File: src/rtl/img_rd_arbiter_pkg.sv
// Shared constants, return-tag type and round-robin helper for the image memory read arbiter.
package img_rd_arbiter_pkg;

  localparam int IMG_ADDR_W = 32;
  localparam int IMG_DATA_W = 16;
  localparam int MAX_N_REQ  = 8;
  localparam int TAG_IDX_W  = 3;

  typedef struct packed {
    logic                 valid;
    logic [TAG_IDX_W-1:0] idx;
  } rd_tag_t;

  // One-hot winner: first set request strictly after ptr, wrapping modulo n.
  function automatic logic [MAX_N_REQ-1:0] rr_pick(input logic [MAX_N_REQ-1:0] req,
                                                   input logic [TAG_IDX_W-1:0] ptr,
                                                   input int n);
    logic [MAX_N_REQ-1:0] pick;
    logic [TAG_IDX_W-1:0] idx;
    logic                 found;
    pick  = '0;
    found = 1'b0;
    for (int k = 1; k <= MAX_N_REQ; k++) begin
      idx = TAG_IDX_W'((int'(ptr) + k) % n);
      if (k <= n && !found && req[idx]) begin
        pick[idx] = 1'b1;
        found     = 1'b1;
      end
    end
    return pick;
  endfunction

endpackage

File: src/rtl/img_rd_arbiter_if.sv
// Requester and memory-side signals of the image read arbiter, bundled with arbiter/environment views.
interface img_rd_arbiter_if
  import img_rd_arbiter_pkg::*;
#(
  parameter int N_REQ  = 3,
  parameter int ADDR_W = IMG_ADDR_W,
  parameter int DATA_W = IMG_DATA_W
);
  logic [N_REQ-1:0]        req;
  logic [N_REQ-1:0]        lock;
  logic [N_REQ*ADDR_W-1:0] addr;
  logic [N_REQ-1:0]        gnt;
  logic [N_REQ-1:0]        rvalid;
  logic [DATA_W-1:0]       rdata;
  logic                    mem_rd_en;
  logic [ADDR_W-1:0]       mem_addr;
  logic [DATA_W-1:0]       mem_rdata;

  modport slave (
    input  req, lock, addr, mem_rdata,
    output gnt, rvalid, rdata, mem_rd_en, mem_addr
  );

  modport master (
    output req, lock, addr, mem_rdata,
    input  gnt, rvalid, rdata, mem_rd_en, mem_addr
  );
endinterface

File: src/rtl/img_rd_arbiter_rd_tag_pipe.sv
// Fixed-depth shift register carrying {valid, requester index} alongside each in-flight memory read.
module rd_tag_pipe
  import img_rd_arbiter_pkg::*;
#(
  parameter int DEPTH = 2
) (
  input  logic    clk,
  input  logic    rst_n,
  input  rd_tag_t tag_i,
  output rd_tag_t tag_o
);

  rd_tag_t stage_q [DEPTH];

  // Reset flushes every stage so reads issued before reset never return.
  always_ff @(posedge clk) begin
    if (!rst_n) begin
      for (int i = 0; i < DEPTH; i++) begin
        stage_q[i] <= '0;
      end
    end else begin
      stage_q[0] <= tag_i;
      for (int i = 1; i < DEPTH; i++) begin
        stage_q[i] <= stage_q[i-1];
      end
    end
  end

  assign tag_o = stage_q[DEPTH-1];

endmodule

File: src/rtl/img_rd_arbiter.sv
// Round-robin arbiter with burst lock for the image memory read port; returns routed by tag pipeline.
module img_rd_arbiter
  import img_rd_arbiter_pkg::*;
#(
  parameter int N_REQ     = 3,
  parameter int ADDR_W    = IMG_ADDR_W,
  parameter int DATA_W    = IMG_DATA_W,
  parameter int RD_LAT    = 2,
  parameter int MAX_BURST = 16
) (
  input  logic              clk,
  input  logic              rst_n,
  img_rd_arbiter_if.slave   bus
);

  localparam int IW = $clog2(N_REQ);
  localparam int CW = $clog2(MAX_BURST + 1);

  logic [IW-1:0]        rrPtr_q, rrPtr_d;
  logic [IW-1:0]        owner_q, owner_d;
  logic                 lockValid_q, lockValid_d;
  logic [CW-1:0]        burstCnt_q, burstCnt_d;
  logic [N_REQ-1:0]     gnt;
  logic [N_REQ-1:0]     rrGnt;
  logic [MAX_N_REQ-1:0] rrPick;
  logic [IW-1:0]        gIdx;
  logic                 othersReq;
  logic                 ownerHolds;
  logic [N_REQ-1:0]     rvalid;
  rd_tag_t              tagIn, tagOut;

  // A locked owner keeps the port unless it has used up its burst while someone else waits.
  always_comb begin
    rrPick    = rr_pick(MAX_N_REQ'(bus.req), TAG_IDX_W'(rrPtr_q), N_REQ);
    rrGnt     = rrPick[N_REQ-1:0];
    othersReq = 1'b0;
    for (int i = 0; i < N_REQ; i++) begin
      if (IW'(i) != owner_q && bus.req[i]) othersReq = 1'b1;
    end
    ownerHolds = lockValid_q && bus.req[owner_q]
                 && !(burstCnt_q == CW'(MAX_BURST) && othersReq);
    gnt = '0;
    if (rst_n) begin
      if (ownerHolds) gnt[owner_q] = 1'b1;
      else            gnt = rrGnt;
    end
    gIdx = '0;
    for (int i = 0; i < N_REQ; i++) begin
      if (gnt[i]) gIdx = IW'(i);
    end
  end

  assign bus.gnt       = gnt;
  assign bus.mem_rd_en = |gnt;
  assign bus.mem_addr  = (|gnt) ? bus.addr[gIdx*ADDR_W +: ADDR_W] : '0;

  always_comb begin
    rrPtr_d     = rrPtr_q;
    owner_d     = owner_q;
    lockValid_d = 1'b0;
    burstCnt_d  = burstCnt_q;
    if (|gnt) begin
      rrPtr_d     = gIdx;
      owner_d     = gIdx;
      lockValid_d = bus.lock[gIdx];
      if (lockValid_q && gIdx == owner_q) begin
        burstCnt_d = (burstCnt_q == CW'(MAX_BURST)) ? burstCnt_q : burstCnt_q + CW'(1);
      end else begin
        burstCnt_d = CW'(1);
      end
    end
  end

  // Pointer starts at the last requester so requester 0 wins the first arbitration.
  always_ff @(posedge clk) begin
    if (!rst_n) begin
      rrPtr_q     <= IW'(N_REQ - 1);
      owner_q     <= '0;
      lockValid_q <= 1'b0;
      burstCnt_q  <= '0;
    end else begin
      rrPtr_q     <= rrPtr_d;
      owner_q     <= owner_d;
      lockValid_q <= lockValid_d;
      burstCnt_q  <= burstCnt_d;
    end
  end

  always_comb begin
    tagIn.valid = |gnt;
    tagIn.idx   = TAG_IDX_W'(gIdx);
  end

  rd_tag_pipe #(.DEPTH(RD_LAT)) u_tag_pipe (
    .clk   (clk),
    .rst_n (rst_n),
    .tag_i (tagIn),
    .tag_o (tagOut)
  );

  always_comb begin
    rvalid = '0;
    for (int i = 0; i < N_REQ; i++) begin
      rvalid[i] = tagOut.valid && (tagOut.idx == TAG_IDX_W'(i));
    end
  end

  assign bus.rvalid = rvalid;
  assign bus.rdata  = bus.mem_rdata;

endmodule

File: src/flat_wrapper.sv
// flat-port wrapper written by rule: the top's interface ports become plain ports
module img_rd_arbiter_flat import img_rd_arbiter_pkg::*;
#(
  parameter int N_REQ     = 3,
  parameter int ADDR_W    = IMG_ADDR_W,
  parameter int DATA_W    = IMG_DATA_W,
  parameter int RD_LAT    = 2,
  parameter int MAX_BURST = 16
)
  (clk, rst_n, bus_req, bus_lock, bus_addr, bus_mem_rdata, bus_gnt, bus_rvalid, bus_rdata, bus_mem_rd_en, bus_mem_addr);
  img_rd_arbiter_if #(.N_REQ(N_REQ), .ADDR_W(ADDR_W), .DATA_W(DATA_W)) bus_i ();
  input  logic clk;
  input  logic rst_n;
  input wire logic [$bits(bus_i.req)-1:0] bus_req;
  input wire logic [$bits(bus_i.lock)-1:0] bus_lock;
  input wire logic [$bits(bus_i.addr)-1:0] bus_addr;
  input wire logic [$bits(bus_i.mem_rdata)-1:0] bus_mem_rdata;
  output wire logic [$bits(bus_i.gnt)-1:0] bus_gnt;
  output wire logic [$bits(bus_i.rvalid)-1:0] bus_rvalid;
  output wire logic [$bits(bus_i.rdata)-1:0] bus_rdata;
  output wire logic [$bits(bus_i.mem_rd_en)-1:0] bus_mem_rd_en;
  output wire logic [$bits(bus_i.mem_addr)-1:0] bus_mem_addr;
  assign bus_i.req = bus_req;
  assign bus_i.lock = bus_lock;
  assign bus_i.addr = bus_addr;
  assign bus_i.mem_rdata = bus_mem_rdata;
  assign bus_gnt = bus_i.gnt;
  assign bus_rvalid = bus_i.rvalid;
  assign bus_rdata = bus_i.rdata;
  assign bus_mem_rd_en = bus_i.mem_rd_en;
  assign bus_mem_addr = bus_i.mem_addr;
  img_rd_arbiter #(.N_REQ(N_REQ), .ADDR_W(ADDR_W), .DATA_W(DATA_W), .RD_LAT(RD_LAT), .MAX_BURST(MAX_BURST)) u_core (.clk(clk), .rst_n(rst_n), .bus(bus_i));
endmodule
File: config.mk
export PLATFORM = sky130hd
export DESIGN_NAME = img_rd_arbiter_flat
export DESIGN_NICKNAME = d
export VERILOG_FILES = /design/src/rtl/img_rd_arbiter_pkg.sv /design/src/rtl/img_rd_arbiter_if.sv /design/src/rtl/img_rd_arbiter_rd_tag_pipe.sv /design/src/rtl/img_rd_arbiter.sv /design/src/flat_wrapper.sv
export SDC_FILE = /design/constraint.sdc
export NUM_CORES = 1
export LEC_CHECK = 0
export BUFFER_PORTS_ARGS = -buffer_cell sky130_fd_sc_hd__buf_2
export CAP_MARGIN = 40
export CORE_AREA = 2 2 105 56
export DETAILED_ROUTE_END_ITERATION = 7
export DIE_AREA = 0 0 107 58
export GPL_TIMING_DRIVEN = 0
export PLACE_DENSITY = 0.81
export SKIP_CTS_REPAIR_TIMING = 1
export SLEW_MARGIN = 20
export SYNTH_ARGS = -nofsm -noshare
export SYNTH_HDL_FRONTEND = slang
export SYNTH_HIERARCHICAL = 1
export SYNTH_SLANG_ARGS = --single-unit
File: constraint.sdc
create_clock -name clk -period 3.6 [get_ports clk]
set_input_delay 0.36 -clock clk [delete_from_list [all_inputs] [get_ports clk]]
set_output_delay 0.36 -clock clk [all_outputs]
set_load 0.01 [all_outputs]
==> metrics.md <==
| Metric | Value |
|---|---|
| Status | `finished with violations` |
| Failing checks | `setup timing` |
| Worst-path fanout max | `7` |
| Post-layout util | `59.3%` |
| Dpl ws | `-371 ps` |
| CTS H-tree lvls | `1` |
| Synth area leaders | `dfxtp_1, a22oi_1, buf_4` |
| Avg Vias per Cell | `5.24` |
| HP Start | `bus_lock[2]` |
| Crit start category | `flip-flop` |
| DP Wirelength | `~5.7 mm` |
| CP delay by family, top | `compound AO/OA/AOI/OAI gates` |
| Height of the die | `roughly 58 um` |
| Crit-path cells | `buf_8 -> clkinvlp_4 -> ha_1 -> mux2_2 -> a221oi_4 -> nor4b_2 -> a221o_1 -> a21o_1 -> and2b_1 -> buf_6 -> clkbuf_16 -> a22oi_1 -> o21ai_1 -> buf_2` |
| Launching point of the worst reg2reg path | `u_core/owner_q[0]` |
| Dpl cell area | `2880 um^2` |
| Site row count | `19` |
| Fin. Hold Viols | `0` |
| Die ar. | `6210 um^2` |
| Kind of critical path | `flip-flop to primary output` |
| Ys async rst share | `0%` |
| Post-Syn Nets | `402` |
| CTS Sinks | `17` |
| Leading area contributor after synthesis | `dfxtp_1` |
| First-pass GRT wire length | `10.6 mm` |
| CP max stage delay | `380 ps` |
| Leakage power | `between 0.0015 and 0.002 uW` |
| Final net count | `571` |
| GRT Util Overall | `20.8%` |
| Least-Margin Pin Slew | `around 630 ps` |
| DRT iter0 DRCs | `between 200 and 250` |
| Starting Density | `37.8%` |
| IO buf count | `157` |
| Peak supply drop | `0.000363 V` |
| CTS buffer count | `3` |
| Worst Setup SP | `u_core/owner_q[0]` |
| Vias in the first global route | `2,299` |
| Drt wl/cell | `14.2 um` |
| Worst skew pair latency | `250 ps` |
| Reg clk slew, reported paths | `70 ps` |
| CTS tree | `built` |
| TNS Setup | `-1310 ps` |
| Netlist Area Pre-Place | `about 2000 um^2` |
| Crit path DAT | `3350 ps` |
| # IOs | `175` |
| Post-route ant nets | `0` |
| Fill count | `508` |
| Register area share after synthesis | `17.0%` |
| Setup crit end kind | `primary output` |
| Cell count after synthesis | `272` |
| Width of the die | `107 um` |
| Routed WL | `7.28 mm` |
| Max cap viols | `0` |
| Pwr Density | `728 nW/um^2` |
| Distinct cells, synth | `60` |
| WP data required | `3240 ps` |
| Via count | `2,689` |
| Synth top area share | `17.0%` |
| Clk_skew | `approximately 1.8 ps` |
| Hold Crit Class | `input port to flip-flop` |
| CP max stage cell | `mux2_2` |
| Power Total | `2290 uW` |
| DRC Markers | `0` |
| Period utilization | `103%` |
| Layout cell share with drive strength beyond 1 | `50.9%` |
| Design area | `3150 um^2` |
| Slew margin rel. | `57.2%` |
| Grt ovf | `0` |
| EDFF count, synth | `0` |
| Yosys reg bits | `17` |
| PnR worst setup slack | `-107 ps` |
| RD Place Congestion | `0.874` |
| Synthesized area per cell | `7.37 um^2` |
| F_max | `270 MHz` |
| # setup viols final | `30` |
| Core Area | `around 5300 um^2` |
| Worst path bufs/invs | `5` |
| CTS root buffer | `clkbuf_8` |
| Most used DFF post-synth | `dfxtp_1` |
| Antenna violations before repair | `0` |
| YS warnings | `6` |
| RSZ-0062 raised after global routing | `true` |
| Max clock buf depth | `2` |
| Initial DRT Pass Iterations | `5` |
| Minimum clock period | `3710 ps` |
| Area growth syn-to-layout | `56.9%` |
| Fin. max-slew vios | `0` |
| Ant diodes | `0` |
| Pin count of the biggest net entering global routing | `17` |
-- through the flow --
stage | std cells | hold WS (ps)
final | 513 | 341
after global routing | 513 | 354
after CTS | 506 | 337
after detailed placement | 502 | 418
after global placement | 502 | 409
after floorplan | 272 | 406
-- power by group --
part | total, uW | switching, uW | internal (uW)
sequential | 261 | 31.0 | 230
combinational | 1890 | 1030 | 857
clock | 143 | 66.5 | 76.8
-- placed cells by master (no fill, tap or decap), drive strengths merged, types with 6 or more instances in the layout --
master	netlist	routed
nor2b	6	6
ha	10	10
and2	11	11
clkbuf	10	14
o21ai	35	35
inv	7	6
a22oi	33	33
nand2	40	40
dfxtp	17	17
buf	30	193
-- area by class of cell --
class / instances / area [um^2] / area share (%)
Clock inverter: 1 / 5.00 / 0.159
Multi-Input combinational cell: 207 / 1470 / 46.6
Buffer: 40 / 307 / 9.75
Timing Repair Buffer: 164 / 856 / 27.2
Clock buffer: 3 / 41.3 / 1.31
Inverter: 8 / 33.8 / 1.07
Tap cell: 73 / 91.3 / 2.90
Sequential cell: 17 / 345 / 11.0
-- worst paths after layout --
kind / to / slack [ps] / cells after the start
max: bus_mem_addr[17] / -110 / 14
min: u_core/lockValid_q / 340 / 3
max reg2reg: u_core/burstCnt_q[2] / 440 / 14
min reg2reg: u_core/u_tag_pipe/stage_q[0][6] / 430 / 1
-- worst register-to-register path, stage by stage (launching register included) --
cell and delay, ps:
dfxtp_4 350, buf_8 130, clkinvlp_4 140, ha_1 230, mux2_2 380, a221oi_4 310
nor4b_2 100, a221o_1 370, a21o_1 190, buf_6 150, nor3_4 210, inv_2 90
and4b_1 200, o21ai_1 130, a21oi_1 80
-- synth_stat cells, drive strengths merged, types with 2 or more instances --
master / count
nand2: 40
a31oi: 2
mux2i: 4
nor2: 4
ha: 10
nor4: 2
nor3: 3
o21a: 2
clkbuf: 10
a21boi: 2
and2b: 2
nand3: 3
o21ai: 35
o31ai: 2
nor4b: 2
o211ai: 3
and2: 11
o2111ai: 3
or3: 3
nand2b: 4
buf: 30
dfxtp: 17
a21oi: 4
a221oi: 2
nor4bb: 2
nor2b: 6
inv: 7
a22oi: 33
-- registers in the layout, indices dropped and copies added, names as in the netlist --
name,flops
u_core/u_tag_pipe/stage_q,8
u_core/burstCnt_q,5
u_core/owner_q,2
u_core/lockValid_q,1
u_core/rrPtr_q,1
-- routing by layer --
layer	part of all wire, %	routed length, um	track usage (%)
met5	0	0	0
met4	0.49	36	2.60
met3	11	814	4.61
met2	45	3310	34.5
met1	43	3120	28.9
-- cells by family (layout without fill, tap and decap cells) --
group | Yosys count | count (layout) | synth area share (%)
other cells | 1 | 1 | 0.187
mux | 5 | 5 | 2.56
fa+ha+maj | 10 | 10 | 6.24
flops | 17 | 17 | 17.0
simple gates | 89 | 89 | 24.2
buf+inv | 48 | 216 | 13.9
compound gates | 102 | 102 | 36.0
(Power assumes the default switching activity.)
